<file path="src/rtl/viterbi_channel_inj_if.sv">
// Symbol handshake between encoder, noisy channel and Viterbi decoder.
// Master drives encoded symbols in; slave returns the channel symbols.
interface viterbi_channel_inj_if;
  logic       enable_i;
  logic [1:0] d_in;
  logic [1:0] d_out;
  logic       valid_o;
  logic [1:0] inj_o;

  modport master (
    output enable_i,
    output d_in,
    input  d_out,
    input  valid_o,
    input  inj_o
  );

  modport slave (
    input  enable_i,
    input  d_in,
    output d_out,
    output valid_o,
    output inj_o
  );
endinterface

</file>
<file path="src/rtl/viterbi_channel_inj.sv">
// Noisy channel between convolutional encoder and Viterbi decoder.
// Injects clean/periodic/burst/random bit errors and counts them.
module viterbi_channel_inj #(
  parameter int          PERIOD    = 8,
  parameter int          BURST_LEN = 2,
  parameter logic [15:0] LFSR_SEED = 16'hACE1,
  parameter int          CNT_W     = 16
) (
  input  logic             clk,
  input  logic             rst,
  viterbi_channel_inj_if.slave ch,
  input  logic [1:0]       mode,
  input  logic [7:0]       ber_thresh,
  output logic [CNT_W-1:0] word_ct,
  output logic [CNT_W-1:0] bad_bit_ct
);

  localparam int PW = (PERIOD > 1) ? $clog2(PERIOD) : 1;
  localparam int RW = (BURST_LEN > 1) ? $clog2(BURST_LEN) : 1;

  typedef enum logic {
    IDLE,
    BURST
  } state_t;

  state_t        state, state_nxt;
  logic [PW-1:0] phase;
  logic [RW-1:0] rem, rem_nxt;
  logic [15:0]   lfsr;
  logic [15:0]   lfsr_nxt;
  logic [1:0]    mask;
  logic [1:0]    pop;
  logic [CNT_W:0] bad_sum;
  logic          phase0;
  logic          phase_last;

  assign phase0     = (phase == '0);
  assign phase_last = (phase == PW'(PERIOD - 1));

  // Galois form, taps 0xB400
  assign lfsr_nxt = {1'b0, lfsr[15:1]}
                  ^ (lfsr[0] ? 16'hB400 : 16'h0000);

  always_comb begin
    mask      = 2'b00;
    state_nxt = state;
    rem_nxt   = rem;
    unique case (mode)
      2'b00: mask = 2'b00;
      2'b01: mask = phase0 ? 2'b10 : 2'b00;
      2'b10: begin
        unique case (state)
          IDLE: begin
            if (phase0) begin
              mask = 2'b10;
              if (BURST_LEN > 1) begin
                state_nxt = BURST;
                rem_nxt   = RW'(BURST_LEN - 1);
              end
            end
          end
          BURST: begin
            mask    = 2'b10;
            rem_nxt = rem - 1'b1;
            if (rem == RW'(1)) state_nxt = IDLE;
          end
          default: state_nxt = IDLE;
        endcase
      end
      2'b11: begin
        mask[1] = (lfsr[7:0]  < ber_thresh);
        mask[0] = (lfsr[15:8] < ber_thresh);
      end
      default: mask = 2'b00;
    endcase
    // leaving burst mode aborts any burst in flight
    if (mode != 2'b10) state_nxt = IDLE;
  end

  assign pop     = {1'b0, mask[1]} + {1'b0, mask[0]};
  assign bad_sum = {1'b0, bad_bit_ct} + (CNT_W + 1)'(pop);

  always_ff @(posedge clk or negedge rst) begin
    if (!rst) begin
      ch.d_out   <= 2'b00;
      ch.valid_o <= 1'b0;
      ch.inj_o   <= 2'b00;
      word_ct    <= '0;
      bad_bit_ct <= '0;
      phase      <= '0;
      state      <= IDLE;
      rem        <= '0;
      lfsr       <= LFSR_SEED;
    end else if (ch.enable_i) begin
      ch.d_out   <= ch.d_in ^ mask;
      ch.valid_o <= 1'b1;
      ch.inj_o   <= mask;
      word_ct    <= word_ct + 1'b1;
      bad_bit_ct <= bad_sum[CNT_W] ? '1 : bad_sum[CNT_W-1:0];
      phase      <= phase_last ? '0 : phase + 1'b1;
      state      <= state_nxt;
      rem        <= rem_nxt;
      if (mode == 2'b11) lfsr <= lfsr_nxt;
    end else begin
      ch.valid_o <= 1'b0;
      ch.inj_o   <= 2'b00;
    end
  end

endmodule

</file>
<file path="src/flat_wrapper.sv">
// flat-port wrapper written by rule: the top's interface ports become plain ports
module viterbi_channel_inj_flat 
#(
  parameter int          PERIOD    = 8,
  parameter int          BURST_LEN = 2,
  parameter logic [15:0] LFSR_SEED = 16'hACE1,
  parameter int          CNT_W     = 16
)
  (clk, rst, mode, ber_thresh, word_ct, bad_bit_ct, ch_enable_i, ch_d_in, ch_d_out, ch_valid_o, ch_inj_o);
  viterbi_channel_inj_if ch_i ();
  input  logic clk;
  input  logic rst;
  input  logic [1:0] mode;
  input  logic [7:0] ber_thresh;
  output logic [CNT_W-1:0] word_ct;
  output logic [CNT_W-1:0] bad_bit_ct;
  input wire logic [$bits(ch_i.enable_i)-1:0] ch_enable_i;
  input wire logic [$bits(ch_i.d_in)-1:0] ch_d_in;
  output wire logic [$bits(ch_i.d_out)-1:0] ch_d_out;
  output wire logic [$bits(ch_i.valid_o)-1:0] ch_valid_o;
  output wire logic [$bits(ch_i.inj_o)-1:0] ch_inj_o;
  assign ch_i.enable_i = ch_enable_i;
  assign ch_i.d_in = ch_d_in;
  assign ch_d_out = ch_i.d_out;
  assign ch_valid_o = ch_i.valid_o;
  assign ch_inj_o = ch_i.inj_o;
  viterbi_channel_inj #(.PERIOD(PERIOD), .BURST_LEN(BURST_LEN), .LFSR_SEED(LFSR_SEED), .CNT_W(CNT_W)) u_core (.clk(clk), .rst(rst), .ch(ch_i), .mode(mode), .ber_thresh(ber_thresh), .word_ct(word_ct), .bad_bit_ct(bad_bit_ct));
endmodule
</file>
<file path="config.mk">
export PLATFORM = sky130hd
export DESIGN_NAME = viterbi_channel_inj_flat
export DESIGN_NICKNAME = d
export VERILOG_FILES = /design/src/rtl/viterbi_channel_inj_if.sv /design/src/rtl/viterbi_channel_inj.sv /design/src/flat_wrapper.sv
export SDC_FILE = /design/constraint.sdc
export NUM_CORES = 1
export LEC_CHECK = 0
export ABC_CLOCK_PERIOD_IN_PS = 2800
export BUFFER_PORTS_ARGS = -buffer_cell sky130_fd_sc_hd__buf_2
export CAP_MARGIN = 0
export CORE_MARGIN = 2
export CORE_UTILIZATION = 30
export CTS_CLUSTER_SIZE = 25
export DETAILED_ROUTE_END_ITERATION = 12
export RECOVER_POWER = 50
export SYNTH_ARGS = -nofsm -noshare
export SYNTH_HDL_FRONTEND = slang
export SYNTH_SLANG_ARGS = --single-unit
</file>
<file path="constraint.sdc">
create_clock -name clk -period 2.8 [get_ports clk]
set_input_delay 0.28 -clock clk [delete_from_list [all_inputs] [get_ports clk]]
set_output_delay 0.28 -clock clk [all_outputs]
set_load 0.02 [all_outputs]
</file>
======== Word level (Yosys, flattened, before mapping) ========
Index checks and enable logic that the tools add are counted.
storage, ports and cells
  register bits after elaboration ......... 58
  latch bits .............................. 0
  RAM bits ................................ 0
  memory bits (read-only) ................. 0
  input bits .............................. 15
  output and inout bits ................... 37
  logic and storage cells ................. 46
  memories ................................ 0
operators by class
  add/sub/neg operators ................... 5
  multipliers ............................. 0
  div/mod/pow operators ................... 0
  order comparisons ....................... 2
  eq/ne operators ......................... 6
  shifts and indexed selects .............. 0
  muxes and demuxes ....................... 15
  bitwise operators ....................... 3
  reductions and logical operators ........ 6
operators with widths
  operator                                                               count
  16-bit two-way mux                                                     2
  16-bit by 2-bit adder with 17-bit output                               1
  16-bit by 1-bit adder with 16-bit output, second input constant        1
  8-bit < comparator                                                     2
  15-bit by 16-bit bitwise XOR with 16-bit output                        1
  2-bit one-hot mux with 4 select lines                                  1
  1-bit two-way mux                                                      6
  2-bit equality test, second input constant                             2
  2-bit two-way mux                                                      2
  1-bit one-hot mux with 2 select lines                                  2
  2-bit one-hot mux with 2 select lines                                  1
  2-bit AND reduction                                                    2
  3-bit by 1-bit adder with 3-bit output, second input constant          1
  3-bit equality test, second input constant                             1
  3-bit zero test                                                        1
  3-bit two-way mux                                                      1
  3-bit AND reduction                                                    1
  1-bit by 1-bit adder with 2-bit output                                 1
  2-bit by 1-bit equality test with 1-bit output, second input constant  1
  2-bit zero test                                                        1
  2-bit by 1-bit != test with 1-bit output, second input constant        1
  2-bit != test, second input constant                                   1
  2-bit nonzero test                                                     1
  2-bit bitwise XOR                                                      1
  2 further kinds                                                        2

======== Longest topological paths before layout ========
Gate-level depths: netlist of run 1.
  depth after elaboration ................. 7
  gate-level depth with buffers ........... 14

======== Worst setup path before layout of run 1 ========
OpenSTA, ideal clock, no wires.
  path type ............................... reg2reg
  from .................................... reg u_core.lfsr[13]
  to ...................................... reg u_core.bad_bit_ct[0]
  setup time .............................. 0.068 ns
  data arrival time ....................... 2.924 ns
  data required time ...................... 2.732 ns
  setup slack ............................. -0.192 ns
  stages on the path, launching flop included .. 14
  cell sequence ........................... dfstp_2 > ha_1 > a21oi_1 > o21ai_0 > or3_1 > a21oi_1 > fa_1 > ha_1 > and4_1 > nand3_1 > nor2_1 > nand3_1 > clkbuf_1 > nand2_1
between the ends
  word-level cells in the longest chain between the ends .. 5
RTL lines
  element                                   RTL line                    text
  from (decl)                               viterbi_channel_inj.sv:29   logic [15:0] lfsr;
  from (signal assigned)                    viterbi_channel_inj.sv:103  if (mode == 2'b11) lfsr <= lfsr_nxt;
  8-bit < comparator                        viterbi_channel_inj.sv:72   mask[0] = (lfsr[15:8] < ber_thresh);
  2-bit one-hot mux with 4 select lines     viterbi_channel_inj.sv:48   unique case (mode)
  1-bit by 1-bit adder with 2-bit output    viterbi_channel_inj.sv:80   assign pop = {1'b0, mask[1]} + {1'b0, mask[0]};
  16-bit by 2-bit adder with 17-bit output  viterbi_channel_inj.sv:81   assign bad_sum = {1'b0, bad_bit_ct} + (CNT_W + 1)'(pop);
  16-bit two-way mux                        viterbi_channel_inj.sv:99   bad_bit_ct <= bad_sum[CNT_W] ? '1 : bad_sum[CNT_W-1:0];
  to (signal assigned)                      viterbi_channel_inj.sv:99
  to (decl)                                 viterbi_channel_inj.sv:15   output logic [CNT_W-1:0] bad_bit_ct
Every way passes these cells.
A chain may end at the register's enable or synchronous reset.

======== Final worst setup path of run 1 ========
  from .................................... reg u_core.lfsr[13]
  to ...................................... reg u_core.bad_bit_ct[5]
Same word-level chain as after synthesis.

==> flow_metrics.py, run 1 <==
metrics = {
    "outcome": {
        "status": "finished, violations left",
        "violations": "capacitance limit, setup timing",
    },
    "detailed_routing": {
        "remaining_drc_errors": 0,
        "ant_nets": 0,
        "routed_wl_um": 6490,
        "first_iter_violations": 50,
        "viasPerCell": 4.63,
        "routedWlPerCell_um": 13.7,
        "vias": 2190,
        "dr.pass1.iters": 4,
    },
    "min_path": {
        "min_to": "u_core.ch.d_out[0]",
        "hp-class": "in2reg",
        "hold_depth": 3,
        "worstHoldStart": "ch_d_in[0]",
    },
    "power_and_ir_drop": {
        "leakagePower_nw": 1.76,
        "power_per_cell_area_nw_per_um2": 718,
        "irDropWorstVdd_mv": 0.370,
    },
    "synthesis": {
        "synth.top_cells.by_count": "dfrtp_1, nand2_1, ha_1",
        "synth-edff-count": 0,
        "synth_top_area_share": 0.428,
        "synth_fp_nets": 297,
        "avgSynthCellArea_um2": 11.2,
        "synthFlopType": "dfrtp_1",
        "yosysWarnings": 0,
        "synth-async-reset-ratio": 1.00,
        "yosysMostFrequentCell": "dfrtp_1",
        "synth_seq_area_share": 0.500,
        "synth_area_leader_cell": "dfrtp_1",
        "synthesis.area_um2": 2930,
        "netlist_instances": 262,
        "synth_cell_types": 45,
        "synth_top_cells_by_area": "dfrtp_1, ha_1, dfstp_2, mux2_2, xnor2_1",
        "ys_ff_latch": 58,
    },
    "finish": {
        "drive_gt1_frac": 0.332,
        "num_antenna_cells": 0,
        "nets": 370,
        "area_delta_synth_final_pct": 29.1,
        "stdcell_count": 473,
        "num-fill-cells": 975,
    },
    "clock_network": {
        "cts.sinks": 58,
        "cts_max_level": 3,
        "cts-root-buf": "clkbuf_8",
        "cts-buffers-inserted": 9,
        "path_clk_slew_ns": 0.07,
        "clock_path_buffers": 2,
        "clock_latency_ns": 0.33,
        "cts_tree": "yes",
    },
    "critical_path": {
        "reg2reg_to": "u_core.bad_bit_ct[5]",
        "required_ns": 3.05,
        "cp_data_arrival_time_ns": 3.06,
        "crit_type": "reg2reg",
        "critPathMaxFanout": 7,
        "regToRegSetupSlack_ns": -0.008,
        "ff2ff_path_depth": 12,
        "startpoint_type": "flop",
        "endpoint_kind": "flop",
        "reg2reg_from": "u_core.lfsr[13]",
    },
    "floorplan": {
        "start_util": 0.303,
        "dieArea_um2": 10600,
        "coreArea_um2": 9640,
        "die_y_um": 103,
        "fp.dieW_um": 103,
        "ioPinCount": 52,
        "num_rows": 36,
    },
    "timing": {
        "hold_viol_final": 0,
        "hold_slack_ns": 0.245,
        "fmax_ghz": 0.356,
        "tightest_slew_ns": 1.50,
        "finalSetupViolCount": 1,
        "fin_crit_ns": 2.81,
        "tns_ns": -0.00763,
        "slew_viol_final": 0,
        "worst_slack_ns": -0.00763,
        "clock-skew-final_ns": 0.0106,
        "finalCritPeriodShare": 1.00,
        "rsz0062_at_grt": "true",
        "slew_headroom": 0.00221,
    },
    "global_routing": {
        "track_usage": 0.131,
        "antenna_found_initial": 0,
        "grt.overflow.total": 0,
        "grtUsageMet2": 0.212,
        "grt_start_max_net_pins": 27,
        "grt-busiest-layer": "met2",
        "globalRouteMet1Util": 0.172,
        "grt_pass1_vias": 2231,
        "use_met3": 0.0292,
        "grt_first_pass_wirelength_um": 10700,
    },
    "place": {
        "port_buffers": 51,
        "dp_cells": 454,
        "dp_hpwl_um": 4630,
        "globalplace.congestion": 0.751,
    },
    "job": {
        "maxCapViolCount": 1,
    },
}
==> registers in the layout, summed over array words and instances, names as in the netlist <==
name / flops
u_core.ch.d_out: 2
u_core.ch.inj_o: 2
u_core.bad_bit_ct: 16
u_core.ch.valid_o: 1
u_core.state: 1
u_core.rem: 1
u_core.phase: 3
u_core.word_ct: 16
u_core.lfsr: 16
==> kinds of logic after synthesis <==
family                     share of synthesized area
muxes                                         0.0684
and+or+nand+nor                                0.167
AOI/OAI and AO/OA                             0.0659
buffers and inverters                         0.0244
xor gates and xnor gates                      0.0868
adders and majority gates                     0.0881
DFF                                            0.500
==> worst max-delay path by stage <==
| stage | from | to | slack (ns) | cells past startpoint |
|---|---|---|---|---|
| 6_report | u_core.lfsr[13] | u_core.bad_bit_ct[5] | -0.008 | 12 |
| 3_3_place_gp | u_core.lfsr[13] | u_core.bad_bit_ct[5] | -0.05 | 12 |
| 2_1_floorplan | u_core.lfsr[13] | u_core.bad_bit_ct[1] | 0.02 | 13 |
| 5_1_grt | u_core.lfsr[13] | u_core.bad_bit_ct[15] | -0.12 | 13 |
| 4_1_cts | u_core.lfsr[13] | u_core.bad_bit_ct[4] | -0.04 | 12 |
| 3_5_place_dp | u_core.lfsr[13] | u_core.bad_bit_ct[5] | -0.16 | 12 |
==> through the flow <==
step	worst slack, ns	power, mW	area, um^2	util
global placement	-0.0463	1.85	3440	0.357
finish	-0.00763	2.71	3780	0.392
detailed placement	-0.158	1.88	3440	0.357
CTS	-0.0442	2.69	3670	0.381
global route	-0.125	2.90	3780	0.392
floorplan	0.0164	1.61	2950	-
==> area by class of cell <==
| type | instances | area, um^2 | share of cell area |
|---|---|---|---|
| sequential | 58 | 1460 | 0.387 |
| tap | 133 | 166 | 0.0441 |
| inverter | 12 | 45.0 | 0.0119 |
| timing repair buffer | 66 | 349 | 0.0924 |
| clock inverter | 4 | 50.0 | 0.0133 |
| multi-input combinational | 188 | 1550 | 0.410 |
| clock buffer | 12 | 155 | 0.0411 |
==> placed cells by master, fill, tap and decap left out, types with 4 or more instances in the layout <==
cell / netlist / final
buf_2: 0 / 31
buf_4: 0 / 11
clkbuf_1: 4 / 22
clkbuf_8: 0 / 11
dfrtp_1: 50 / 50
dfstp_2: 8 / 8
ha_1: 19 / 16
inv_1: 12 / 11
mux2_2: 16 / 16
nand2_1: 32 / 28
nand2_2: 0 / 4
nand3_1: 12 / 9
nand3_4: 0 / 4
nand4_1: 11 / 11
nor2_1: 10 / 8
o21ai_0: 9 / 8
xnor2_1: 16 / 16
xor2_1: 13 / 13
==> report_power, final <==
group | switching, mW | internal (mW) | leakage (nW)
clock | 0.339 | 0.458 | 0.0986
combinational | 0.390 | 0.325 | 0.920
sequential | 0.194 | 1.01 | 0.741
==> critical path, stage by stage (launching register included) <==
cell     delay [ns]
dfstp_2        0.56
ha_4           0.20
a21oi_2        0.12
o21ai_1        0.07
or3_4          0.40
a21oi_4        0.15
fa_2           0.26
ha_4           0.14
and4_4         0.24
nand3_4        0.11
nor2_4         0.22
nand3_4        0.15
o21ai_0        0.12
==> layer usage <==
metal / part of all wire / routed length, um / vias up
li1: - / - / 1065
met1: 0.47 / 3060 / 1072
met2: 0.47 / 3070 / 43
met3: 0.039 / 254 / 10
met4: 0.015 / 97 / 0
met5: 0 / 0 / -
==> timing repair <==
item,in CTS,in global routing
setup buffers,0,1
hold buffers,1,0
cloned,1,0
gates resized for setup,2,25
setup endpoints to repair,14,16
endpoints found under the hold margin,24,0
pin swaps,1,9
(Power assumes the default switching activity.)
==> inputs of run 2 (changes only) <==
--- a/config.mk
+++ b/config.mk
@@ -9,3 +9,2 @@
 export BUFFER_PORTS_ARGS = -buffer_cell sky130_fd_sc_hd__buf_2
-export CAP_MARGIN = 0
 export CORE_MARGIN = 2
==> constraint.sdc (replaced) <==
create_clock -name clk -period 2.8 [get_ports clk]
set_input_delay 0.56 -clock clk [delete_from_list [all_inputs] [get_ports clk]]
set_output_delay 0.56 -clock clk [all_outputs]
set_load 0.02 [all_outputs]
==> flow_metrics.py, run 2 (synthesis gave the netlist of run 1 again) <==
metrics = {
    "outcome": {
        "status": "finished, violations left",
        "violations": "setup timing",
    },
    "global_routing": {
        "antenna_found_initial": 0,
        "grt_first_pass_wirelength_um": 10200,
        "grt_pass1_vias": 2165,
        "grt.overflow.total": 0,
        "track_usage": 0.127,
        "grt_start_max_net_pins": 59,
    },
    "critical_path": {
        "startpoint_type": "flop",
        "endpoint_kind": "flop",
        "required_ns": 3.08,
        "crit_type": "reg2reg",
        "critPathMaxFanout": 7,
        "cp_data_arrival_time_ns": 3.09,
    },
    "finish": {
        "num-fill-cells": 988,
        "area_delta_synth_final_pct": 30.2,
        "drive_gt1_frac": 0.406,
        "final_area_um2": 3810,
        "num_antenna_cells": 0,
        "layout_common_cells": "buf_2, dfrtp_1, nand2_1",
        "largestRegisters": "u_core.bad_bit_ct: 16 flops, u_core.lfsr: 16 flops, u_core.word_ct: 16 flops",
        "utilization": 0.395,
        "nets": 372,
    },
    "detailed_routing": {
        "dr.pass1.iters": 4,
        "routed_wl_um": 6360,
        "first_iter_violations": 44,
        "remaining_drc_errors": 0,
        "ant_nets": 0,
        "routedWlPerCell_um": 13.4,
        "vias": 2196,
        "viasPerCell": 4.62,
    },
    "floorplan": {
        "num_rows": 36,
        "fp.dieW_um": 103,
        "dieArea_um2": 10600,
        "start_util": 0.303,
        "die_y_um": 103,
        "ioPinCount": 52,
        "coreArea_um2": 9640,
    },
    "clock_network": {
        "clock_path_buffers": 2,
        "cts-buffers-inserted": 9,
        "cts.sinks": 58,
        "cts_hold_buf": 0,
        "clock_latency_ns": 0.34,
        "cts_max_level": 3,
        "path_clk_slew_ns": 0.07,
        "cts-root-buf": "clkbuf_8",
        "cts_tree": "yes",
    },
    "timing": {
        "hold_slack_ns": 0.480,
        "rsz0062_at_grt": "true",
        "slew_headroom": 0.0205,
        "finalSetupViolCount": 4,
        "tightest_slew_ns": 1.47,
        "fin_crit_ns": 2.81,
        "fmax_ghz": 0.356,
        "slew_viol_final": 0,
        "finalCritPeriodShare": 1.00,
        "clock-skew-final_ns": 0.0120,
        "worst_slack_ns": -0.0119,
        "hold_viol_final": 0,
    },
    "power_and_ir_drop": {
        "irDropWorstVdd_mv": 0.308,
        "power_mw": 2.67,
        "power_per_cell_area_nw_per_um2": 701,
        "leakagePower_nw": 1.85,
    },
    "place": {
        "dp_hpwl_um": 4440,
        "place_area_um2": 3500,
        "port_buffers": 51,
        "globalplace.congestion": 0.766,
    },
    "min_path": {
        "hp-class": "reg2reg",
    },
    "job": {
        "maxCapViolCount": 0,
    },
}
## run 2: power breakdown
| group | total (mW) | leakage (nW) | switching [mW] | internal (mW) |
|---|---|---|---|---|
| clock network | 0.744 | 0.0893 | 0.336 | 0.408 |
| registers | 1.19 | 0.741 | 0.186 | 1.01 |
| logic | 0.733 | 1.02 | 0.403 | 0.331 |
## run 2: area by class of cell
type | instances | area [um^2] | share of cell area
Multi-Input combinational cell | 188 | 1570 | 0.411
Clock inverter | 5 | 55.1 | 0.0144
Sequential cell | 58 | 1460 | 0.384
Inverter | 12 | 45.0 | 0.0118
Tap cell | 133 | 166 | 0.0437
Timing Repair Buffer | 68 | 383 | 0.100
Clock buffer | 11 | 131 | 0.0345
## run 2: layer usage
layer | up-vias | global-route usage | routed length (um)
met3 | 12 | 0.0515 | 257
met5 | - | 0 | 0
met1 | 1078 | 0.149 | 2800
li1 | 1068 | - | -
met2 | 38 | 0.216 | 3180
met4 | 0 | 0.0364 | 125
## run 2: worst paths after layout
kind | start | to | slack, ns | cells after the start
worst max-delay path | u_core.lfsr[13] | u_core.bad_bit_ct[10] | -0.01 | 12
worst min-delay path | u_core.word_ct[15] | u_core.word_ct[15] | 0.48 | 1
worst max register to register | u_core.lfsr[13] | u_core.bad_bit_ct[10] | -0.01 | 12
worst min register to register | u_core.word_ct[15] | u_core.word_ct[15] | 0.48 | 1
max in group asynchronous | rst | u_core.phase[2] | 1.25 | 2
min in group asynchronous | rst | u_core.word_ct[15] | 0.66 | 2
## run 2: timing repair
action | CTS | global route
gates cloned | 1 | 0
resized for setup | 7 | 16
pin swaps | 3 | 15
setup buffers | 4 | 0
endpoints found under the setup margin | 15 | 16
## run 2: critical path: stages (launching register included)
cell     delay (ns)
dfstp_2        0.55
ha_4           0.20
a21oi_2        0.13
o21ai_1        0.07
or3_4          0.40
a21oi_4        0.15
fa_2           0.27
ha_4           0.14
and4_4         0.25
nand3_4        0.11
nor2_4         0.20
nand3_4        0.18
nand2_1        0.11
## run 2: per-stage QoR
stage,setup TNS [ns],cells,worst slack (ns)
floorplan,0,262,0.00418
global placement,-4.18,454,-0.315
detailed placement,-4.74,454,-0.342
CTS,-0.00859,475,-0.00535
global route,-1.86,475,-0.146
finish,-0.0337,475,-0.0119
